### src/rtl/mch_rx_deframer.sv
// Manchester receive deframer: collects HDR, L, payload[L], CHK from the decoded
// bit stream and delivers the payload as a byte stream and a packed bus.
module mch_rx_deframer #(
    parameter logic [7:0] HDR     = 8'hCC,
    parameter int         MAX_LEN = 4,
    parameter int         LW      = 6
) (
    input  logic                   clk,
    input  logic                   rst,
    input  logic                   pls1m,
    input  logic                   sy_ok,
    input  logic                   rcv_sd,
    output logic                   done,
    output logic [LW-1:0]          length,
    output logic [8*MAX_LEN-1:0]   pd,
    output logic [7:0]             rx_byte,
    output logic                   rx_bvalid,
    output logic                   hdr_err,
    output logic                   len_err,
    output logic                   chk_err,
    output logic [7:0]             err_cnt,
    output logic [2:0]             dbg_state
);

    // Handshake: there is no backpressure. rx_bvalid, done and the *_err outputs
    // are single-cycle strobes; rx_byte is meaningful only while rx_bvalid is high,
    // and pd/length are meaningful from the cycle done is high until the next done.

    typedef enum logic [2:0] {
        S_IDLE = 3'd0,
        S_HDR  = 3'd1,
        S_LEN  = 3'd2,
        S_DATA = 3'd3,
        S_CHK  = 3'd4
    } state_t;

    localparam logic [7:0] MAX_B = 8'(MAX_LEN);

    state_t               state_q, state_d;
    logic                 sy0_q, sy1_q, pl0_q, pl1_q;
    logic [2:0]           bcnt_q, bcnt_d;
    logic [7:0]           sh_q, sh_d;
    logic [LW-1:0]        len_q, len_d;
    logic [LW-1:0]        idx_q, idx_d;
    logic [7:0]           cs_q, cs_d;
    logic [8*MAX_LEN-1:0] stg_q, stg_d;
    logic                 done_q, done_d;
    logic [LW-1:0]        length_q, length_d;
    logic [8*MAX_LEN-1:0] pd_q, pd_d;
    logic [7:0]           rx_byte_q, rx_byte_d;
    logic                 rx_bvalid_q, rx_bvalid_d;
    logic                 hdr_err_q, hdr_err_d;
    logic                 len_err_q, len_err_d;
    logic                 chk_err_q, chk_err_d;
    logic [7:0]           err_cnt_q, err_cnt_d;

    logic                 bit_ev, sync_ev;
    logic [7:0]           byte_w;

    assign bit_ev  = pl0_q & ~pl1_q;
    assign sync_ev = sy0_q & ~sy1_q;
    assign byte_w  = {sh_q[6:0], rcv_sd};

    always_comb begin
        state_d     = state_q;
        bcnt_d      = bcnt_q;
        sh_d        = sh_q;
        len_d       = len_q;
        idx_d       = idx_q;
        cs_d        = cs_q;
        stg_d       = stg_q;
        length_d    = length_q;
        pd_d        = pd_q;
        rx_byte_d   = rx_byte_q;
        done_d      = 1'b0;
        rx_bvalid_d = 1'b0;
        hdr_err_d   = 1'b0;
        len_err_d   = 1'b0;
        chk_err_d   = 1'b0;
        err_cnt_d   = err_cnt_q;

        // A sync edge always restarts framing and swallows a coincident bit.
        if (sync_ev) begin
            state_d = S_HDR;
            bcnt_d  = 3'd0;
        end else if (bit_ev && state_q != S_IDLE) begin
            sh_d   = byte_w;
            bcnt_d = bcnt_q + 3'd1;
            if (bcnt_q == 3'd7) begin
                case (state_q)
                    S_HDR: begin
                        if (byte_w == HDR) begin
                            state_d = S_LEN;
                        end else begin
                            hdr_err_d = 1'b1;
                            state_d   = S_IDLE;
                        end
                    end
                    S_LEN: begin
                        if (byte_w == 8'd0 || byte_w > MAX_B) begin
                            len_err_d = 1'b1;
                            state_d   = S_IDLE;
                        end else begin
                            len_d   = LW'(byte_w);
                            cs_d    = byte_w;
                            idx_d   = '0;
                            state_d = S_DATA;
                        end
                    end
                    S_DATA: begin
                        for (int k = 0; k < MAX_LEN; k++) begin
                            if (idx_q == LW'(k)) stg_d[8*k +: 8] = byte_w;
                        end
                        cs_d        = cs_q ^ byte_w;
                        rx_byte_d   = byte_w;
                        rx_bvalid_d = 1'b1;
                        idx_d       = idx_q + LW'(1);
                        if (idx_q + LW'(1) == len_q) state_d = S_CHK;
                    end
                    S_CHK: begin
                        if (byte_w == cs_q) begin
                            done_d   = 1'b1;
                            length_d = len_q;
                            // Bytes beyond L may be stale from an older frame.
                            for (int k = 0; k < MAX_LEN; k++) begin
                                pd_d[8*k +: 8] = (LW'(k) < len_q) ? stg_q[8*k +: 8] : 8'd0;
                            end
                        end else begin
                            chk_err_d = 1'b1;
                        end
                        state_d = S_IDLE;
                    end
                    default: state_d = S_IDLE;
                endcase
            end
        end

        if ((hdr_err_d | len_err_d | chk_err_d) && err_cnt_q != 8'hFF) begin
            err_cnt_d = err_cnt_q + 8'd1;
        end
    end

    // Edge registers reset high so releasing reset never fakes an edge.
    always_ff @(posedge clk or negedge rst) begin
        if (!rst) begin
            state_q     <= S_IDLE;
            sy0_q       <= 1'b1;
            sy1_q       <= 1'b1;
            pl0_q       <= 1'b1;
            pl1_q       <= 1'b1;
            bcnt_q      <= 3'd0;
            sh_q        <= 8'd0;
            len_q       <= '0;
            idx_q       <= '0;
            cs_q        <= 8'd0;
            stg_q       <= '0;
            done_q      <= 1'b0;
            length_q    <= '0;
            pd_q        <= '0;
            rx_byte_q   <= 8'd0;
            rx_bvalid_q <= 1'b0;
            hdr_err_q   <= 1'b0;
            len_err_q   <= 1'b0;
            chk_err_q   <= 1'b0;
            err_cnt_q   <= 8'd0;
        end else begin
            state_q     <= state_d;
            sy0_q       <= sy_ok;
            sy1_q       <= sy0_q;
            pl0_q       <= pls1m;
            pl1_q       <= pl0_q;
            bcnt_q      <= bcnt_d;
            sh_q        <= sh_d;
            len_q       <= len_d;
            idx_q       <= idx_d;
            cs_q        <= cs_d;
            stg_q       <= stg_d;
            done_q      <= done_d;
            length_q    <= length_d;
            pd_q        <= pd_d;
            rx_byte_q   <= rx_byte_d;
            rx_bvalid_q <= rx_bvalid_d;
            hdr_err_q   <= hdr_err_d;
            len_err_q   <= len_err_d;
            chk_err_q   <= chk_err_d;
            err_cnt_q   <= err_cnt_d;
        end
    end

    assign done      = done_q;
    assign length    = length_q;
    assign pd        = pd_q;
    assign rx_byte   = rx_byte_q;
    assign rx_bvalid = rx_bvalid_q;
    assign hdr_err   = hdr_err_q;
    assign len_err   = len_err_q;
    assign chk_err   = chk_err_q;
    assign err_cnt   = err_cnt_q;
    assign dbg_state = state_q;

endmodule

### config.mk
export PLATFORM = sky130hd
export DESIGN_NAME = mch_rx_deframer
export DESIGN_NICKNAME = d
export VERILOG_FILES = /design/src/rtl/mch_rx_deframer.sv
export SDC_FILE = /design/constraint.sdc
export NUM_CORES = 1
export LEC_CHECK = 0
export BUFFER_PORTS_ARGS = -buffer_cell sky130_fd_sc_hd__clkbuf_2
export CORE_UTILIZATION = 44
export CTS_CLUSTER_DIAMETER = 60
export CTS_CLUSTER_SIZE = 16
export DETAILED_ROUTE_END_ITERATION = 10
export HOLD_SLACK_MARGIN = 0.12
export PLACE_DENSITY = 0.7
export RECOVER_POWER = 25
export REMOVE_ABC_BUFFERS = 1
export SETUP_SLACK_MARGIN = 0.05
export SYNTH_ARGS = -nofsm -noshare
export SYNTH_HDL_FRONTEND = slang
export SYNTH_SLANG_ARGS = --single-unit
### constraint.sdc
create_clock -name clk -period 2.6 [get_ports clk]
set_clock_uncertainty 0.15 [all_clocks]
set_input_delay 0.39 -clock clk [delete_from_list [all_inputs] [get_ports clk]]
set_output_delay 0.39 -clock clk [all_outputs]
set_load 0.1 [all_outputs]
==> results of run 1 <==
[repair_timing]
action / CTS / global route
endpoints found under the hold margin: 40 / 0
hold buffers: 3 / 0
endpoints found under the setup margin: 2 / 32
cloned: 0 / 0
resized for setup: 0 / 6
pin swaps: 0 / 1
setup buffers: 0 / 1
[Yosys cell counts (3+ instances only)]
| library cell | n | share of area [%] |
|---|---|---|
| dfrtp_1 | 124 | 56 |
| nand2_1 | 46 | 3.1 |
| o21ai_0 | 44 | 4.0 |
| nand3_1 | 43 | 3.9 |
| mux2_2 | 41 | 8.3 |
| inv_1 | 36 | 2.4 |
| clkbuf_1 | 21 | 1.4 |
| nor2_1 | 19 | 1.3 |
| xor2_1 | 14 | 2.2 |
| a21oi_1 | 9 | 0.81 |
| mux2_1 | 8 | 1.6 |
| xnor2_1 | 8 | 1.3 |
| ha_1 | 7 | 1.6 |
| or3_1 | 7 | 0.79 |
| nor3_1 | 6 | 0.54 |
| a311oi_1 | 5 | 0.79 |
| and2_1 | 5 | 0.56 |
| nor2b_1 | 5 | 0.56 |
| dfstp_2 | 4 | 1.9 |
| nand4_1 | 4 | 0.45 |
| o211ai_1 | 4 | 0.54 |
| a21o_1 | 3 | 0.41 |
| nand2b_1 | 3 | 0.34 |
[critical path, stage by stage, from the launching register on]
cell	delay, ns
dfrtp_1	0.36
ha_1	0.16
ha_1	0.15
and3b_1	0.20
nand4_1	0.11
or3_1	0.37
nor3_4	0.17
buf_4	0.18
nand2_2	0.15
mux2_1	0.34
[logic make-up (layout without fill, tap and decap cells)]
| family | Yosys count | in the layout |
|---|---|---|
| flip-flops | 128 | 128 |
| buffers and inverters | 60 | 164 |
| XOR/XNOR | 22 | 22 |
| multiplexers | 51 | 51 |
| AND/OR/NAND/NOR | 158 | 158 |
| adder cells (fa/ha/maj) | 7 | 7 |
| AO/OA/AOI/OAI | 72 | 72 |
[routing by layer]
layer,vias up,track usage (%),part of all wire [%]
met5,-,0,0
met4,0,7.71,1.6
met3,15,4.92,4.6
met2,104,32.1,49
met1,1942,26.0,44
li1,1891,-,-
[stage by stage]
stage | hold WS [ns] | power, mW
after detailed placement | 0.215 | 2.73
after global placement | 0.213 | 2.72
final | 0.187 | 5.07
after floorplan | -0.0556 | 2.45
after CTS | 0.198 | 5.10
after global routing | 0.231 | 5.25
[state kept, by name, indices dropped and copies added (netlist names)]
| name | count |
|---|---|
| done | 1 |
| chk_err | 1 |
| cs_q | 8 |
| pd | 32 |
| hdr_err | 1 |
| sy0_q | 1 |
| pl0_q | 1 |
| err_cnt | 8 |
| stg_q | 32 |
| idx_q | 6 |
| len_q | 6 |
| rx_byte | 8 |
| pl1_q | 1 |
| bcnt_q | 3 |
| rx_bvalid | 1 |
| dbg_state | 3 |
| len_err | 1 |
| sy1_q | 1 |
| length | 6 |
| sh_q | 7 |
[where the power goes]
part / internal (mW) / switching (mW) / total (mW)
registers: 2.07 / 0.0926 / 2.16
clock network: 1.45 / 0.921 / 2.37
logic: 0.211 / 0.335 / 0.546
[path summary, 6_finish.rpt]
kind,startpoint,endpoint
worst min register to register,sy0_q,sy1_q
worst max register to register,bcnt_q[0],stg_q[22]
worst min-delay path,rcv_sd,stg_q[0]
min in group asynchronous,rst,length[0]
worst max-delay path,bcnt_q[0],stg_q[22]
max in group asynchronous,rst,rx_byte[1]
[layout make-up]
| class | instances | area (um2) | area share [%] |
|---|---|---|---|
| repair buffers | 96 | 576 | 8.39 |
| clock inverters | 14 | 154 | 2.24 |
| well taps | 168 | 210 | 3.06 |
| multi-input cells | 310 | 2140 | 31.2 |
| inverters | 36 | 135 | 1.97 |
| flip-flops and latches | 128 | 3210 | 46.8 |
| clock buffers | 18 | 439 | 6.40 |
==> key figures, run 1 <==
Run status
  – Status: complete, no violations

Clock tree
  – CTS tree: done
  – Clock Tree Buf Depth: 2
  – CTS H-tree lvls: 4
  – Worst skew pair latency: 0.42 ns
  – Number of clock sinks: 128
  – CTS root buf: clkbuf_16
  – Clk pin slew, worst setup/hold paths: 0.06 ns
  – Total CTS buffers: 17

Synth
  – Warnings from Yosys: 0
  – Async S/R FF share, synth: 100%
  – Cells after Synth: 498
  – Number of synthesized register bits: 128
  – Post-synthesis sequential area ratio: 57.8%
  – Post-synth EDFFs: 0
  – Post-Synth XOR/XNOR Area: 3.47%
  – Compound-gate portion of the synthesized area: 7.78%
  – Largest family of logic cells by synthesized area: simple AND/OR/NAND/NOR gates
  – Post-synthesis adder-cell area fraction: 1.58%
  – Netlist cell types: 47
  – Top FF cell, synth: dfrtp_1
  – Post-synthesis area per instance: 11.1 um2
  – Mux cell area share after synthesis: 10.3%
  – Simple-gate share of the synthesized area: 14.9%
  – Mapped cell area: 5550 um2

Routing
  – DRC viols: 0
  – Drt first pass iters: 4
  – Routed vias/inst: 5.13
  – DR vias: 3,952
  – DRT iter0 DRCs: 276
  – WL/cell: 15.4 um
  – Final ANT Viol Nets: 0
  – Drt total wl: 11,900 um

Timing
  – # setup viols final: 0
  – Tmin final: 2.45 ns
  – Final Hold Fails: 0
  – Setup TNS: 0 ns
  – RSZ-0062 raised after global routing: no
  – Max-slew violation count: 0
  – Maximum clock frequency: 409 MHz
  – Final WS setup: 0.153 ns
  – Least-Margin Pin Slew: 1.13 ns
  – Crit share post-route: 94.1%
  – Headroom to the max-slew limit: 24.5%

Power
  – Max VDD drop: 0.360 mV
  – PwrDens: 739 nW/um2
  – P_leak: 3.44 nW

Layout
  – Leading cell type in the layout, fill and taps excluded: dfrtp_1
  – Layout cells sized above 1: 30.1%
  – Most frequent cells in the layout: 124 x dfrtp_1, 66 x clkbuf_2, 44 x o21ai_0
  – Final nets: 601
  – Syn-to-layout area delta: 23.7%
  – Fin cells: 770
  – Filler cells: 1,039
  – Final Util: 56.4%
  – Post-route cell area: 6860 um2
  – Antenna diodes: 0

GRT
  – GRT overflow: 0
  – Largest net degree at the start of global routing: 46
  – Vias in the first global route: 3,971
  – All-Layer GR Usage: 19.9%
  – First-pass GRT wire length: 19,800 um
  – Initial antenna violation count: 0

Worst setup path
  – R2R Setup Slk: 0.15 ns
  – Critical Path RT: 2.75 ns
  – Crit Path Class: reg2reg
  – Worst-path maximum fanout: 8
  – CP endpoint kind: flop
  – R2R depth: 9
  – Crit start category: flop
  – CP Data Arrival Time: 2.60 ns

Hold path
  – Hold depth: 2
  – Worst Hold Class: in2reg

Die
  – Std cell rows: 40
  – Die Span X: 114 um
  – Io pins: 67
  – Die Span Y: 114 um
  – DIE AREA: 13,100 um2
  – Core area: 12,200 um2
  – Starting Density: 45.6%

Placed design
  – RePlAce Congestion: 0.828
  – Placement Setup Slack: 0.0526 ns
  – Final HPWL DP: 8110 um
  – Port Buffers: 66
  – Inst Count DP: 734
  – Placed inst area: 6220 um2

Flow run
  – Max Cap Violations: 0
Note: power is estimated with default switching activity, not from simulation.
==> run 2, diff against run 1 <==
==> constraint.sdc (replaced) <==
create_clock -name clk -period 2.6 [get_ports clk]
set_clock_uncertainty 0.15 [all_clocks]
set_input_delay 0.52 -clock clk [delete_from_list [all_inputs] [get_ports clk]]
set_output_delay 0.52 -clock clk [all_outputs]
set_load 0.1 [all_outputs]
==> run 2 against run 1 <==
Compared with the run above: final cell count up 0.65%; cell area grew 0.88%; maximum frequency increased by 1.2%; sequential share of layout area fell by 0.41 points; largest power group unchanged; clock-buffer cell count unchanged; global-route usage rose by 0.26 points; sequential cell count unchanged.
==> key figures, run 2 (same netlist as run 1, synthesis figures left out) <==
Die
  – Die Span X: 114 um (unchanged)
  – Starting Density: 45.6% (unchanged)
  – Std cell rows: 40 (unchanged)
  – Core area: 12,200 um2 (unchanged)
  – DIE AREA: 13,100 um2 (unchanged)
  – Io pins: 67 (unchanged)
  – Die Span Y: 114 um (unchanged)

Power
  – Max VDD drop: 0.392 mV (+8.8%)
  – P_leak: 3.45 nW (+0.24%)
  – PwrDens: 736 nW/um2 (-0.39%)

Timing
  – Tmin final: 2.42 ns (-0.0278 ns)
  – Crit share post-route: 93.1% (-1.1 points)
  – RSZ-0062 raised after global routing: yes
  – Final Hold Fails: 0 (unchanged)
  – Least-Margin Pin Slew: 1.18 ns (+0.0466 ns)
  – Max-slew violation count: 0 (unchanged)
  – # setup viols final: 0 (unchanged)
  – Headroom to the max-slew limit: 21.4% (-3.1 points)
  – Maximum clock frequency: 413 MHz (+1.2%)

GRT
  – All-Layer GR Usage: 20.2% (+0.26 points)
  – Initial antenna violation count: 1 (+1)
  – First-pass GRT wire length: 20,000 um (+0.90%)
  – GRT overflow: 0 (unchanged)
  – Largest net degree at the start of global routing: 75 (+63%)
  – Vias in the first global route: 3,997 (+0.65%)

Layout
  – Leading cell type in the layout, fill and taps excluded: dfrtp_1
  – Syn-to-layout area delta: 24.8%
  – Most frequent cells in the layout: 124 x dfrtp_1, 65 x clkbuf_2, 44 x o21ai_0
  – Layout cells sized above 1: 30.7% (+0.63 points)
  – Final nets: 605 (+0.67%)
  – Post-route cell area: 6920 um2 (+0.88%)
  – Fin cells: 775 (+0.65%)

Worst setup path
  – Crit start category: flop
  – R2R depth: 6 (-3)
  – CP endpoint kind: flop
  – CP Data Arrival Time: 2.57 ns (-0.03 ns)
  – Crit Path Class: reg2reg
  – Critical Path RT: 2.75 ns (about the same)
  – FF-to-FF Start: sh_q[3]
  – Worst-path maximum fanout: 11 (+3)
  – Setup crit start: sh_q[3]

Placed design
  – RePlAce Congestion: 0.825 (-0.30%)
  – Inst Count DP: 737 (+0.41%)
  – Port Buffers: 66 (unchanged)
  – Placed inst area: 6250 um2 (+0.36%)
  – Final HPWL DP: 8050 um (-0.78%)

Routing
  – DR vias: 3,941 (-0.28%)
  – DRT iter0 DRCs: 225 (-18%)
  – Drt first pass iters: 6 (+2)
  – DRC viols: 0 (unchanged)
  – WL/cell: 15.3 um (-0.65%)
  – Routed vias/inst: 5.09 (-0.92%)
  – Drt total wl: 11,900 um (unchanged)
  – Final ANT Viol Nets: 0 (unchanged)

Clock tree
  – Clock Tree Buf Depth: 2 (unchanged)
  – Clk pin slew, worst setup/hold paths: 0.06 ns (about the same)
  – Total CTS buffers: 17 (unchanged)
  – Worst skew pair latency: 0.42 ns (about the same)
  – CTS tree: done
  – Number of clock sinks: 128 (unchanged)
  – CTS H-tree lvls: 4 (unchanged)
  – CTS root buf: clkbuf_16

Hold path
  – Worst Hold Class: reg2reg
  – Hold depth: 0 (-2)
  – Hold Path Origin: sy0_q

Run status
  – Status: complete, no violations

Flow run
  – Max Cap Violations: 0 (unchanged)
[run 2: final timing paths]
| kind | endpoint | slack, ns |
|---|---|---|
| worst max-delay path | len_q[0] | 0.18 |
| worst min-delay path | sy1_q | 0.23 |
| worst max register to register | len_q[0] | 0.18 |
| worst min register to register | sy1_q | 0.23 |
| max in group asynchronous | pl1_q | 0.47 |
| min in group asynchronous | stg_q[24] | 0.71 |
[run 2: final cells by class]
| cell class | instances | area (um2) |
|---|---|---|
| Tap cell | 168 | 210 |
| Clock buffer | 18 | 439 |
| Fill cell | 1036 | 5240 |
| Sequential cell | 128 | 3210 |
| Antenna cell | 1 | 2.50 |
| Timing Repair Buffer | 100 | 621 |
| Multi-Input combinational cell | 310 | 2150 |
| Inverter | 36 | 135 |
| Clock inverter | 14 | 156 |
[run 2: routing by layer]
metal  track usage [%]  share of wire [%]  up-vias
met5                 0                  0        -
met4              9.61                1.7        0
met3              4.24                3.8       20
met2              32.5                 50       78
met1              26.2                 44     1949
li1                  -                  -     1894
[run 2: power breakdown]
| group | internal, mW | switching (mW) |
|---|---|---|
| combinational | 0.232 | 0.372 |
| sequential | 2.07 | 0.0679 |
| clock | 1.45 | 0.908 |
| total | 3.75 | 1.35 |
[run 2: through the flow]
stage	setup WS, ns	util [%]	power [mW]	hold slack, ns	setup TNS [ns]
global placement	0.110	51.4	2.74	0.213	0
global route	0.0272	56.9	5.29	0.258	0
detailed placement	0.0141	51.4	2.75	0.216	0
finish	0.180	56.9	5.10	0.234	0
floorplan	-1.39	-	2.45	0.0744	-64.50
CTS	0.00572	56.5	5.12	0.225	0
[run 2: critical path, cell delays in order, from the launching register on]
cell and delay (ns):
dfrtp_1 0.38, or4_4 0.56, nor4b_4 0.34, buf_4 0.18, nand3_1 0.15, buf_4 0.25, mux2_2 0.29
[run 2: what timing repair did]
item / in CTS / in global routing
hold endpoints to repair: 22 / 0
hold buffers: 3 / 0
endpoints found under the setup margin: 3 / 39
gates resized for setup: 0 / 9
setup buffers: 0 / 2
==> run 3, diff against run 2 <==
Settings changed: CORE_UTILIZATION 44 to 40, PLACE_DENSITY 0.7 to 0.65.
Clock period 2.6 ns to 3 ns, I/O delays scaled along.
==> run 3 against run 2 <==
Compared with the run above: combinational power shrank 45%; first-iteration DRC count is 24% higher; global-route usage down 2.9 points; worst hold slack worse by 0.0054 ns; sequential cell count unchanged; utilization shrank 7.3 points; clock-buffer cell count is 2 higher; non-clock buffer count shrank 22; worst setup slack improved by 0.17 ns; sequential share of layout area is 1.9 points higher; critical path depth fell by 1; via count is 2.8% lower; largest cell class unchanged.
==> key figures, run 3 (same netlist as run 1, synthesis figures left out) <==
Placed design
  – Inst Count DP: 725 (-1.6%)
  – Port Buffers: 66 (unchanged)
  – Final HPWL DP: 7650 um (-4.9%)
  – Placed inst area: 6110 um2 (-2.2%)
  – RePlAce Congestion: 0.759 (-8.1%)
  – Placement Setup Slack: 0.320 ns (+0.306 ns)

Layout
  – Multi-input logic area: 2120 um2 (-1.5%)
  – Filler cells: 1,253 (+21%)
  – Post-route cell area: 6650 um2 (-3.9%)
  – FF/Latch Area: 3210 um2 (unchanged)
  – Antenna diodes: 0 (-1)
  – Fin cells: 759 (-2.1%)
  – Final Util: 49.6% (-7.3 points)
  – Layout cells sized above 1: 26.4% (-4.3 points)
  – Syn-to-layout area delta: 19.9%
  – Final nets: 583 (-3.6%)
  – Most frequent cells in the layout: 124 x dfrtp_1, 65 x clkbuf_2, 46 x nand2_1
  – Leading cell type in the layout, fill and taps excluded: dfrtp_1

GRT
  – First-pass GRT wire length: 19,100 um (-4.8%)
  – Largest net degree at the start of global routing: 96 (+28%)
  – Initial antenna violation count: 0 (-1)
  – Vias in the first global route: 3,795 (-5.1%)
  – All-Layer GR Usage: 17.2% (-2.9 points)
  – GRT overflow: 0 (unchanged)

Power
  – P_leak: 3.28 nW (-4.9%)
  – PwrDens: 619 nW/um2 (-16%)
  – Pwr Total: 4.12 mW (-19%)
  – Max VDD drop: 0.459 mV (+17%)

Flow run
  – Max Cap Violations: 0 (unchanged)

Routing
  – WL/cell: 15.0 um (-2.3%)
  – Final ANT Viol Nets: 0 (unchanged)
  – Highest metal used: met4
  – DRC viols: 0 (unchanged)
  – DR vias: 3,831 (-2.8%)
  – DRT iter0 DRCs: 278 (+24%)
  – Metal2 WL: 5620 um (-5.9%)
  – Drt first pass iters: 5 (-1)
  – Post-route met1 wirelength: 5220 um (-0.70%)
  – Drt total wl: 11,400 um (-4.3%)
  – Routed vias/inst: 5.05 (-0.74%)
  – WL met3: 423 um (-6.4%)

Clock tree
  – CTS tree: done
  – Clock Tree Buf Depth: 2 (unchanged)
  – Worst skew pair latency: 0.41 ns (about the same)
  – CTS H-tree lvls: 4 (unchanged)
  – Clk pin slew, worst setup/hold paths: 0.05 ns (about the same)
  – CTS root buf: clkbuf_16
  – Number of clock sinks: 128 (unchanged)
  – Cts repair resizes: 0 (unchanged)
  – Total CTS buffers: 17 (unchanged)

Hold path
  – Hold depth: 0 (unchanged)
  – Worst Hold Class: reg2reg

Worst setup path
  – CP Data Arrival Time: 2.79 ns (+0.22 ns)
  – Worst-path maximum fanout: 12 (+1)
  – R2R depth: 5 (-1)
  – CP endpoint kind: flop
  – Critical Path RT: 3.14 ns (+0.39 ns)
  – Crit Path Class: reg2reg
  – Crit start category: flop

Timing
  – Final Hold Fails: 0 (unchanged)
  – Tmin final: 2.65 ns (+0.235 ns)
  – # setup viols final: 0 (unchanged)
  – Max-slew violation count: 0 (unchanged)
  – Final WS setup: 0.346 ns (+0.165 ns)
  – Least-Margin Pin Slew: 1.28 ns (+0.101 ns)
  – RSZ-0062 raised after global routing: no
  – Crit share post-route: 88.5% (-4.6 points)
  – Maximum clock frequency: 377 MHz (-8.8%)
  – Headroom to the max-slew limit: 14.7% (-6.7 points)

Die
  – Starting Density: 41.4% (-4.2 points)
  – Io pins: 67 (unchanged)
  – Core area: 13,400 um2 (+10%)
  – Die Span Y: 120 um (+4.8%)
  – Std cell rows: 42 (+5.0%)
  – DIE AREA: 14,300 um2 (+9.8%)
  – Die Span X: 120 um (+4.8%)

Run status
  – Status: complete, no violations
==> run 3: layout make-up <==
| type | count | area share (%) |
|---|---|---|
| Timing Repair Buffer | 78 | 6.60 |
| Clock buffer | 20 | 6.57 |
| Inverter | 36 | 2.03 |
| Sequential cell | 128 | 48.2 |
| Tap cell | 176 | 3.31 |
| Clock inverter | 11 | 1.41 |
| Multi-Input combinational cell | 310 | 31.8 |
==> run 3: per-layer routing <==
| layer | track usage, % | up-vias |
|---|---|---|
| li1 | - | 1852 |
| met1 | 22.9 | 1901 |
| met2 | 27.3 | 70 |
| met3 | 4.56 | 8 |
| met4 | 5.94 | 0 |
| met5 | 0 | - |
==> run 3: through the flow <==
step / TNS, ns / hold slack, ns
after floorplan: -34.68 / 0.154
after global placement: 0 / 0.214
after detailed placement: 0 / 0.215
after CTS: 0 / 0.224
after global routing: 0 / 0.246
final: 0 / 0.228
==> run 3: what timing repair did <==
action / CTS / global route
hold buffers: 3 / 0
endpoints found under the hold margin: 35 / 0
setup buffers: 0 / 0
==> run 3: power breakdown <==
part	switching (mW)	internal [mW]
clock	0.718	1.12
sequential	0.154	1.79
combinational	0.193	0.140
==> run 3: path summary, 6_finish.rpt <==
check,from,to,slack (ns)
setup / recovery,sh_q[3],err_cnt[1],0.35
min in group asynchronous,rst,pd[26],0.51
hold / removal,sy0_q,sy1_q,0.23
hold reg to reg,sy0_q,sy1_q,0.23
max in group asynchronous,rst,dbg_state[0],0.51
setup reg to reg,sh_q[3],err_cnt[1],0.35
==> run 3: worst max-delay path: stages, from the launching register on <==
cell and delay [ns]:
dfrtp_1 0.52, or4_4 0.60, nor4b_4 0.38, nor3b_2 0.13, o31ai_4 0.38, mux2_1 0.37
